==> config.mk <==
export PLATFORM = sky130hd
export DESIGN_NAME = rs
export DESIGN_NICKNAME = d
export VERILOG_FILES = /design/src/rtl/rs.sv
export SDC_FILE = /design/constraint.sdc
export NUM_CORES = 2
export LEC_CHECK = 0
export CORE_AREA = 10 10 360 362
export CTS_BUF_LIST = sky130_fd_sc_hd__clkbuf_4
export CTS_CLUSTER_SIZE = 20
export DETAILED_ROUTE_END_ITERATION = 10
export DIE_AREA = 0 0 370 372
export SLEW_MARGIN = 25
export SYNTH_ARGS = -nofsm -noshare
export SYNTH_HDL_FRONTEND = slang
export SYNTH_SLANG_ARGS = --single-unit
==> constraint.sdc <==
create_clock -name clk_in -period 7.8 [get_ports clk_in]
set_input_delay 0.78 -clock clk_in [delete_from_list [all_inputs] [get_ports clk_in]]
set_output_delay 0.78 -clock clk_in [all_outputs]
set_load 0.02 [all_outputs]
==> src/rtl/rs.sv <==
// ----------------------------------------------------------------------------
// rs : reservation station for the out-of-order RISC-V core.
//
// Holds issued integer, branch and jump instructions until both operands are
// known. Missing operands are captured from the ROB commit broadcast. One
// ready entry is executed per cycle and its result is sent to the ROB.
//
// Ports
//   clk_in, rst_in            clock, synchronous active-high reset
//   rdy_in                    global enable (low: all state and outputs hold)
//   clear                     pipeline flush, drops every entry
//   from_decoder*             issue request and instruction fields
//   to_decoder_full           all entries busy (combinational)
//   from_rob_update*          commit broadcast (tag + value)
//   to_rob*                   registered result: valid pulse, entry index,
//                             ROB tag, op, rd, result value, next PC
// ----------------------------------------------------------------------------
module rs #(
    parameter int ROB_WIDTH = 4,
    parameter int RS_WIDTH  = 2,
    parameter int RS_SIZE   = 4
) (
    input  logic                 clk_in,
    input  logic                 rst_in,
    input  logic                 rdy_in,
    input  logic                 clear,
    input  logic                 from_decoder,
    input  logic [ROB_WIDTH-1:0] from_decoder_tag,
    input  logic [2:0]           from_decoder_op,
    input  logic [3:0]           from_decoder_func,
    input  logic [4:0]           from_decoder_rd,
    input  logic [31:0]          from_decoder_vj,
    input  logic [31:0]          from_decoder_vk,
    input  logic                 from_decoder_qj_busy,
    input  logic                 from_decoder_qk_busy,
    input  logic [ROB_WIDTH-1:0] from_decoder_qj,
    input  logic [ROB_WIDTH-1:0] from_decoder_qk,
    input  logic [31:0]          from_decoder_imm,
    input  logic [31:0]          from_decoder_pc,
    output logic                 to_decoder_full,
    input  logic                 from_rob_update,
    input  logic [ROB_WIDTH-1:0] from_rob_update_tag,
    input  logic [31:0]          from_rob_update_wdata,
    output logic                 to_rob,
    output logic [RS_WIDTH-1:0]  to_rob_index,
    output logic [ROB_WIDTH-1:0] to_rob_tag,
    output logic [2:0]           to_rob_op,
    output logic [4:0]           to_rob_rd,
    output logic [31:0]          to_rob_wdata,
    output logic [31:0]          to_rob_jump
);

    localparam logic [2:0] OP_WRITE   = 3'd0;
    localparam logic [2:0] OP_JUMP    = 3'd1;
    localparam logic [2:0] OP_BOTH    = 3'd2;
    localparam logic [2:0] OP_NOTHING = 3'd4;

    // Integer ALU for WRITE-class instructions; codes above SLTU yield zero.
    function automatic logic [31:0] alu_f(input logic [3:0] func,
                                          input logic [31:0] a,
                                          input logic [31:0] b);
        logic [31:0] r;
        case (func)
            4'd0:    r = a + b;
            4'd1:    r = a - b;
            4'd2:    r = a & b;
            4'd3:    r = a | b;
            4'd4:    r = a ^ b;
            4'd5:    r = a << b[4:0];
            4'd6:    r = a >> b[4:0];
            4'd7:    r = $unsigned($signed(a) >>> b[4:0]);
            4'd8:    r = ($signed(a) < $signed(b)) ? 32'd1 : 32'd0;
            4'd9:    r = (a < b) ? 32'd1 : 32'd0;
            default: r = 32'd0;
        endcase
        return r;
    endfunction

    // Branch condition for codes BEQ..BGEU; any other code is not taken.
    function automatic logic taken_f(input logic [3:0] func,
                                     input logic [31:0] a,
                                     input logic [31:0] b);
        logic t;
        case (func)
            4'd10:   t = (a == b);
            4'd11:   t = (a != b);
            4'd12:   t = ($signed(a) < $signed(b));
            4'd13:   t = ($signed(a) >= $signed(b));
            4'd14:   t = (a < b);
            4'd15:   t = (a >= b);
            default: t = 1'b0;
        endcase
        return t;
    endfunction

    // Entry storage; busy and operand-pending flags are packed for reductions.
    logic [RS_SIZE-1:0]   busy_r;
    logic [RS_SIZE-1:0]   qj_busy_r;
    logic [RS_SIZE-1:0]   qk_busy_r;
    logic [ROB_WIDTH-1:0] tag_r  [RS_SIZE];
    logic [2:0]           op_r   [RS_SIZE];
    logic [3:0]           func_r [RS_SIZE];
    logic [4:0]           rd_r   [RS_SIZE];
    logic [31:0]          vj_r   [RS_SIZE];
    logic [31:0]          vk_r   [RS_SIZE];
    logic [ROB_WIDTH-1:0] qj_r   [RS_SIZE];
    logic [ROB_WIDTH-1:0] qk_r   [RS_SIZE];
    logic [31:0]          imm_r  [RS_SIZE];
    logic [31:0]          pc_r   [RS_SIZE];

    logic [RS_SIZE-1:0]  ready_s;
    logic                full_s;
    logic                sel_valid_s;
    logic [RS_WIDTH-1:0] sel_idx_s;
    logic [RS_WIDTH-1:0] free_idx_s;
    logic                taken_s;
    logic [31:0]         res_wdata_s;
    logic [31:0]         res_jump_s;
    logic                bypass_j_s;
    logic                bypass_k_s;

    assign to_decoder_full = full_s;

    // Ready/full flags and lowest-index pick of the selected and free entries.
    always_comb begin
        ready_s     = busy_r & ~qj_busy_r & ~qk_busy_r;
        full_s      = &busy_r;
        sel_valid_s = |ready_s;
        sel_idx_s   = '0;
        free_idx_s  = '0;
        // Scanning downward lets the lowest matching index win.
        for (int i = RS_SIZE - 1; i >= 0; i--) begin
            sel_idx_s  = ready_s[i] ? RS_WIDTH'(i) : sel_idx_s;
            free_idx_s = busy_r[i]  ? free_idx_s   : RS_WIDTH'(i);
        end
    end

    // Issuing operand captured straight from a same-cycle broadcast.
    always_comb begin
        bypass_j_s = from_rob_update && from_decoder_qj_busy &&
                     (from_decoder_qj == from_rob_update_tag);
        bypass_k_s = from_rob_update && from_decoder_qk_busy &&
                     (from_decoder_qk == from_rob_update_tag);
    end

    // Execute the selected entry according to its result class.
    always_comb begin
        taken_s = taken_f(func_r[sel_idx_s], vj_r[sel_idx_s], vk_r[sel_idx_s]);
        case (op_r[sel_idx_s])
            OP_WRITE: begin
                res_wdata_s = alu_f(func_r[sel_idx_s], vj_r[sel_idx_s], vk_r[sel_idx_s]);
                res_jump_s  = 32'd0;
            end
            OP_JUMP: begin
                res_wdata_s = {31'd0, taken_s};
                res_jump_s  = taken_s ? (pc_r[sel_idx_s] + imm_r[sel_idx_s])
                                      : (pc_r[sel_idx_s] + 32'd4);
            end
            OP_BOTH: begin
                // jal/jalr: link address, target with bit 0 forced low.
                res_wdata_s = pc_r[sel_idx_s] + 32'd4;
                res_jump_s  = (vj_r[sel_idx_s] + imm_r[sel_idx_s]) & 32'hFFFF_FFFE;
            end
            default: begin
                res_wdata_s = 32'd0;
                res_jump_s  = pc_r[sel_idx_s] + 32'd4;
            end
        endcase
    end

    // Entry state and registered ROB result: reset, flush, wakeup, select, issue.
    always_ff @(posedge clk_in) begin
        if (rst_in) begin
            busy_r       <= '0;
            qj_busy_r    <= '0;
            qk_busy_r    <= '0;
            to_rob       <= 1'b0;
            to_rob_index <= '0;
            to_rob_tag   <= '0;
            to_rob_op    <= OP_NOTHING;
            to_rob_rd    <= 5'd0;
            to_rob_wdata <= 32'd0;
            to_rob_jump  <= 32'd0;
        end else if (rdy_in) begin
            if (clear) begin
                busy_r <= '0;
                to_rob <= 1'b0;
            end else begin
                // Wakeup: busy entries waiting on the committing tag capture it.
                for (int i = 0; i < RS_SIZE; i++) begin
                    if (from_rob_update && busy_r[i]) begin
                        if (qj_busy_r[i] && (qj_r[i] == from_rob_update_tag)) begin
                            vj_r[i]      <= from_rob_update_wdata;
                            qj_busy_r[i] <= 1'b0;
                        end
                        if (qk_busy_r[i] && (qk_r[i] == from_rob_update_tag)) begin
                            vk_r[i]      <= from_rob_update_wdata;
                            qk_busy_r[i] <= 1'b0;
                        end
                    end
                end

                if (sel_valid_s) begin
                    busy_r[sel_idx_s] <= 1'b0;
                    to_rob            <= 1'b1;
                    to_rob_index      <= sel_idx_s;
                    to_rob_tag        <= tag_r[sel_idx_s];
                    to_rob_op         <= op_r[sel_idx_s];
                    to_rob_rd         <= rd_r[sel_idx_s];
                    to_rob_wdata      <= res_wdata_s;
                    to_rob_jump       <= res_jump_s;
                end else begin
                    to_rob <= 1'b0;
                end

                // The free entry is never busy, so it cannot collide with select.
                if (from_decoder && !full_s) begin
                    busy_r[free_idx_s]    <= 1'b1;
                    tag_r[free_idx_s]     <= from_decoder_tag;
                    op_r[free_idx_s]      <= from_decoder_op;
                    func_r[free_idx_s]    <= from_decoder_func;
                    rd_r[free_idx_s]      <= from_decoder_rd;
                    imm_r[free_idx_s]     <= from_decoder_imm;
                    pc_r[free_idx_s]      <= from_decoder_pc;
                    qj_r[free_idx_s]      <= from_decoder_qj;
                    qk_r[free_idx_s]      <= from_decoder_qk;
                    vj_r[free_idx_s]      <= bypass_j_s ? from_rob_update_wdata : from_decoder_vj;
                    vk_r[free_idx_s]      <= bypass_k_s ? from_rob_update_wdata : from_decoder_vk;
                    qj_busy_r[free_idx_s] <= from_decoder_qj_busy && !bypass_j_s;
                    qk_busy_r[free_idx_s] <= from_decoder_qk_busy && !bypass_k_s;
                end
            end
        end
    end

endmodule

Word level (Yosys, flattened, before mapping)
Memory sizes are Yosys's and may differ from the RTL's. A register that Yosys moved wholly into a read port is not among the register bits.
Cells that the tools add are included.
- flip-flop bits (word level): 82
- RAM bits: 608
- input port bits: 196
- logic and storage cells: 230
- memories kept: 10
- add/subtract/negate cells: 5
- magnitude comparators: 8
- equality and inequality tests: 29
- shift-type cells: 3
- muxes and demuxes: 126
- bitwise gates (word level): 11
- reduce and logical (&&, ||, !) cells: 30
- memory list (memory ; depth ; bits a word ; rd ports ; clocked after Yosys merged registers in ; write ports ; line ; RTL):
    imm_r ; 4 ; 32 ; 1 ; 0 ; 1 ; 108 ; logic [31:0] imm_r [RS_SIZE];
    pc_r ; 4 ; 32 ; 1 ; 0 ; 1 ; 109 ; logic [31:0] pc_r [RS_SIZE];
    vj_r ; 4 ; 32 ; 1 ; 0 ; 5 ; 104 ; logic [31:0] vj_r [RS_SIZE];
    vk_r ; 4 ; 32 ; 1 ; 0 ; 5 ; 105 ; logic [31:0] vk_r [RS_SIZE];
    rd_r ; 4 ; 5 ; 1 ; 1 ; 1 ; 103 ; logic [4:0] rd_r [RS_SIZE];
    func_r ; 4 ; 4 ; 1 ; 0 ; 1 ; 102 ; logic [3:0] func_r [RS_SIZE];
    +4 memories ; - ; - ; - ; - ; - ; - ;
- operators with widths (cell ; count):
    $pmux W32 S10 ; 1
    $pmux W32 S3 ; 2
    $mux W1 ; 99
    $add A32 B32 Y32 ; 3
    $mux W32 ; 3
    $ge A32 B32 Y1 ; 2
    $lt A32 B32 Y1 ; 2
    $eq A4 B4 Y1 ; 10
    $add A32 B3 Y32 const B ; 1
    $and A32 B32 Y32 ; 1
    $eq A32 B32 Y1 ; 1
    $eq A4 B4 Y1 const B ; 8
    $mux W4 ; 8
    $ne A32 B32 Y1 ; 1
    $or A32 B32 Y32 ; 1
    $shl A32 B5 Y32 ; 1
    $shr A32 B5 Y32 ; 1
    $sshr A32 B5 Y32 ; 1
    $sub A32 B32 Y32 ; 1
    $xor A32 B32 Y32 ; 1
    $logic_and A1 B1 Y1 ; 21
    $eq A4 B3 Y1 const B ; 4
    $mux W2 ; 8
    $and A4 B4 Y4 ; 3
    other kinds (19) ; 28

Longest topological paths before layout
- depth in word-level cells: 20
- gate-level depth with buffers: 25
- depth with buffers taken out: 19

Worst setup path before layout
OpenSTA, ideal clock, no wires.
- kind: input -> register
- start point: input rdy_in
- end point: memory vj_r[2][0] (enable)
- library setup time: 377 ps
- arrival time: 5907 ps
- required time: 7423 ps
- slack: 1516 ps
- stages on the path: 5
- path buffers: 1
- path through: nor2b_1 > clkbuf_1 > nand2_1 > nor2_1 > a31o_2
- RTL lines (element ; line ; RTL):
    start: declaration ; 25 ; input logic rdy_in,
    end: declaration ; 104 ;

Worst setup path in the final report
- start point: register busy_r[1]
- end point: register to_rob_wdata[30]
- word-level cells in the longest chain between the ends: 8
- ends and longest elaborated chain (element ; line ; RTL):
    start: declaration ; 97 ; logic [RS_SIZE-1:0] busy_r;
    start signal: assignment ; 174 ; busy_r <= '0;
    start signal: assignment ; 186 ; busy_r <= '0;
    start signal: indexed assignment ; 204 ; busy_r[sel_idx_s] <= 1'b0;
    $and A4 B4 Y4 (*) (2 in a row) ; 126 ; ready_s = busy_r & ~qj_busy_r & ~qk_busy_r;
    $mux W2 (2 in a row) ; 133 ; sel_idx_s = ready_s[i] ? RS_WIDTH'(i) : sel_idx_s;
    $mem_v2 Z4 W32, or another cell as far along ; - ;
    $sub A32 B32 Y32, or another cell as far along ; 65 ; 4'd1: r = a - b;
    $pmux W32 S10 ; 63 ; case (func)
    $pmux W32 S3 ; 149 ; case (op_r[sel_idx_s])
    end signal: assignment ; 210 ; to_rob_wdata <= res_wdata_s;
    end: declaration ; 49 ; output logic [31:0] to_rob_wdata,
Every way passes the cells marked *; elsewhere a longest branch is shown, timed or not.
A chain may end at the register's enable or synchronous reset.

==> metrics list <==
- Slew @ Worst Pin: 1180 ps
- CP endpoint kind: register
- Peak supply drop: 0.140 mV
- PD cells: 167 nW/um^2
- Dividing the detail-routed wire length by the instance count gives 29.3 um.
- Measured against its own limit, the worst slew margin works out to 21.1%.
- The clock net in this run drives a total of 699 sinks.
- Total Routing Usage GR: 25.4%
- Cell internal power was estimated by the tool at 0.00620 W.
* Area growth syn-to-layout: 17.8%
- Before antenna repair, the detailed router went through 8 iterations.
- Seq. cell area: 20100 sq um
- Number of antenna violations at the first check in global routing: 14
- Of the synthesized area, sequential elements account for 47.1%.
- Worst-path fanout max: 62
- Required time reported for the critical path endpoint: 8860 ps
- During I/O placement, the number of pins put on the boundary was 276.
* Number of nets in the finished design: 4764
- Global routing finished with a remaining overflow of 0.
- Clock tree from TritonCTS: yes
- Clock skew on the completed layout was measured at 134 ps.
* Top cells by area, synth: edfxtp_1 43%, mux2_2 7.6%, ha_1 4.7%
- Result of the run: finished clean
* Final core area utilization: 40.9%
- Final count of pins violating max slew: 0
- Final setup violation count: 0
- GP Congestion: 1.04
* First-pass GRT wire length: 258000 um
- Setup repair after global routing missed its margin: no
- Share of layout cells above drive strength 1: 18.9%
- WP data arrival: 8080 ps
- Register bit count reported by yosys: 699
* Hold_buf cts: 1
* Reg clk slew, reported paths: 70 ps
* Max-cap violation count: 0
* H-tree depth: 4
- The path class of the tightest hold or removal check is input port to register.
- After routing, the total negative slack on setup checks comes to 0 ps.
* Wire length after detailed routing: 181000 um
* DRC violation count after routing: 0
- In this run the remaining antenna-violating nets after routing total 0.
- Pin count of the biggest net entering global routing: 76
- Most area-hungry cell type in the Yosys netlist: edfxtp_1
* Iter 0 DRT Violations: 4924
* Initial core utilization: 34.7%
- Vias after detailed routing: 37.3k
- The highest metal layer carrying signal wires in the routed design is met5.
- Clock tree synthesis selected as its root buffer the cell clkbuf_4.
- Number of buffers added by the clock tree synthesis step: 182
- Wire segments on met2 add up to 78600 um in the final route.
- Of all flip-flops after synthesis, the portion carrying an async set or reset was 0%.
- Area of the core: 123000 sq um
- Post-CTS timing repair inserted 0 buffers for setup.
- Detailed routing placed a total of 17000 um of wire on met3.
* Number of distinct library cells after synthesis: 101
- Number of failing hold endpoints at the final stage: 0
- The clock network is responsible for 40.1% of the overall power.
- When the netlist entered floorplanning its net count stood at 4411.
* Maximum clock frequency: 0.142 GHz
* Share of total power in sequential cells: 48.8%
- In this run the tool buffered the top-level ports with 275 buffer cells.
- After floorplanning, the core was divided into 129 placement rows.
- Die outline height: 372 um
- Total of fill cells in the finished design: 12.0k
- Counting along the longest clock path gives a buffer depth of 3.
- Critical path class: register to register
- The analysis attributes to net switching a power of 0.00219 W.
- Final Critical Period: 7020 ps
* Startpoint types: register
* Count of mapped cells out of synthesis: 4052
- In this run, the combinational gates consume 11.1% of the power.
- Mean area per synthesized cell: 10.5 sq um
- Met1 WL: 76600 um
- Yosys warns: 0
- The wire-length estimate of the detail-placed layout is 134000 um.
* Footprint of the multi-input gates: 21200 sq um
* Post-synth EDFFs: 608
- Post-CTS repair changed the size of 0 cells.
- Dividing the detail-routed via count by the number of cells gives 6.03.
- The die covers 138000 sq um.
* Final Cycle Share: 90.0%
* Leakage power summed over all cells: 17.8 nW
- Measured along the x axis, the die boundary spans 370 um.
- Synth top area share: 42.8%
* Net switching fraction of the power: 26.1%
* Clock latency on the worst-skew pair: 1220 ps
- Most used flip-flop cell after synthesis: edfxtp_1
- Via count of the first global-routing pass: 36.1k
- The mapped netlist covers 42600 sq um.
## placed cells by master (no fill, tap or decap), types with 22 or more instances in the layout
cell type,instances
a211oi_1,66
a21o_1,58
a21oi_1,243
a221oi_1,38
a222oi_1,23
a22o_1,22
a22oi_1,44
a2bb2oi_1,25
a31oi_1,62
and3_1,27
buf_4,150
clkbuf_4,270
clkdlybuf4s50_1,274
clkinv_1,28
dfxtp_1,91
edfxtp_1,608
ha_1,159
inv_1,121
mux2_2,286
mux2i_1,89
nand2_1,228
nand2b_1,26
nand3_1,105
nand4_1,27
nor2_1,370
nor3_1,122
o211ai_1,47
o21a_1,51
o21ai_0,153
o21ai_1,25
o21bai_1,23
o22ai_1,89
o31ai_1,33
xnor2_1,82
xor2_1,51
## flip-flops by register name (all words and copies together), names as in the netlist, 5 cells and up
| name | flops |
|---|---|
| func_r | 16 |
| imm_r | 128 |
| op_r | 12 |
| pc_r | 128 |
| qj_r | 16 |
| qk_r | 16 |
| rd_r | 20 |
| tag_r | 16 |
| to_rob_jump | 32 |
| to_rob_rd | 5 |
| to_rob_wdata | 32 |
| vj_r | 128 |
| vk_r | 128 |
## final timing paths
kind	startpoint	to	slack, ps	depth (start not counted)
hold / removal	from_decoder_tag[1]	tag_r[2][1]	220	1
setup / recovery	busy_r[1]	to_rob_wdata[30]	780	18
setup reg to reg	busy_r[1]	to_rob_wdata[30]	780	18
hold reg to reg	to_rob_op[2]	to_rob_op[2]	490	1
## power groups by stage
stage	sequential, W	clock, W	combinational [W]
floorplan	0.00418	0	0.000485
global placement	0.00418	0	0.000900
detailed placement	0.00418	0	0.000901
CTS	0.00410	0.00344	0.000907
global route	0.00410	0.00364	0.000984
finish	0.00410	0.00336	0.000932
## Yosys cell counts (all sizes together) (26+ instances only)
master and count:
o211ai 47, dfxtp 91, nand3 108, mux2i 89, a21oi 245, xnor2 82
a211oi 66, o22ai 89, nor3 134, nor2 386, clkbuf 165, xor2 51
mux2 286, a22oi 44, a2bb2oi 26, ha 159, nand4 27, o21a 52
and3 27, a21o 58, edfxtp 608, nand2 230, inv 128, a31oi 63
a221oi 42, nand2b 26, buf 96, o21ai 186, o31ai 35
## kinds of logic (layout without fill, tap and decap cells)
kind of cell | Yosys count | after routing | synth area share, %
adders and majority gates | 163 | 163 | 4.86
and+or+nand+nor | 1096 | 1096 | 12.5
xor gates and xnor gates | 133 | 133 | 2.73
muxes | 376 | 376 | 9.70
other | 0 | 10 | 0
DFF | 699 | 699 | 47.1
AOI/OAI and AO/OA | 1195 | 1195 | 19.3
buffers and inverters | 390 | 880 | 3.78
## final cells by class
| class | instances | share of cell area, % |
|---|---|---|
| Multi-Input combinational cell | 2963 | 42.2 |
| Sequential cell | 699 | 40.0 |
| Timing Repair Buffer | 430 | 7.90 |
| Tap cell | 1637 | 4.08 |
| Clock buffer | 270 | 4.04 |
| Inverter | 129 | 0.970 |
| Clock inverter | 51 | 0.770 |
| Antenna cell | 10 | 0.0499 |
## layer usage
layer	vias up	global-route usage (%)
met5	-	0
met3	359	6.48
met2	2033	37.9
li1	16500	-
met1	18500	34.2
met4	12	12.0
## metrics by stage
| stage | hold slack, ps | total power [W] | cells | worst slack, ps | area (sq um) |
|---|---|---|---|---|---|
| floorplan | 490 | 0.00467 | 4052 | 1520 | 42600 |
| global placement | 445 | 0.00508 | 5853 | 878 | 47700 |
| detailed placement | 456 | 0.00508 | 5856 | 829 | 47700 |
| CTS | 76.4 | 0.00845 | 6178 | 848 | 50200 |
| global route | 113 | 0.00872 | 6186 | 584 | 50200 |
| finish | 218 | 0.00840 | 6189 | 778 | 50200 |
## worst max-delay path: stages, from the launching register on
cell,delay (ps)
dfxtp_1,320
buf_4,370
nor3b_4,360
buf_12,370
nand2_2,590
o22ai_1,390
nor2_1,70
o21a_1,190
ha_1,460
and3b_1,260
a221oi_2,400
o31ai_1,230
a221o_1,460
a2111oi_0,780
nor3_1,200
o41ai_1,450
xor2_1,190
a211oi_1,610
o21ai_0,150
Power figures use the tool's default switching activity.
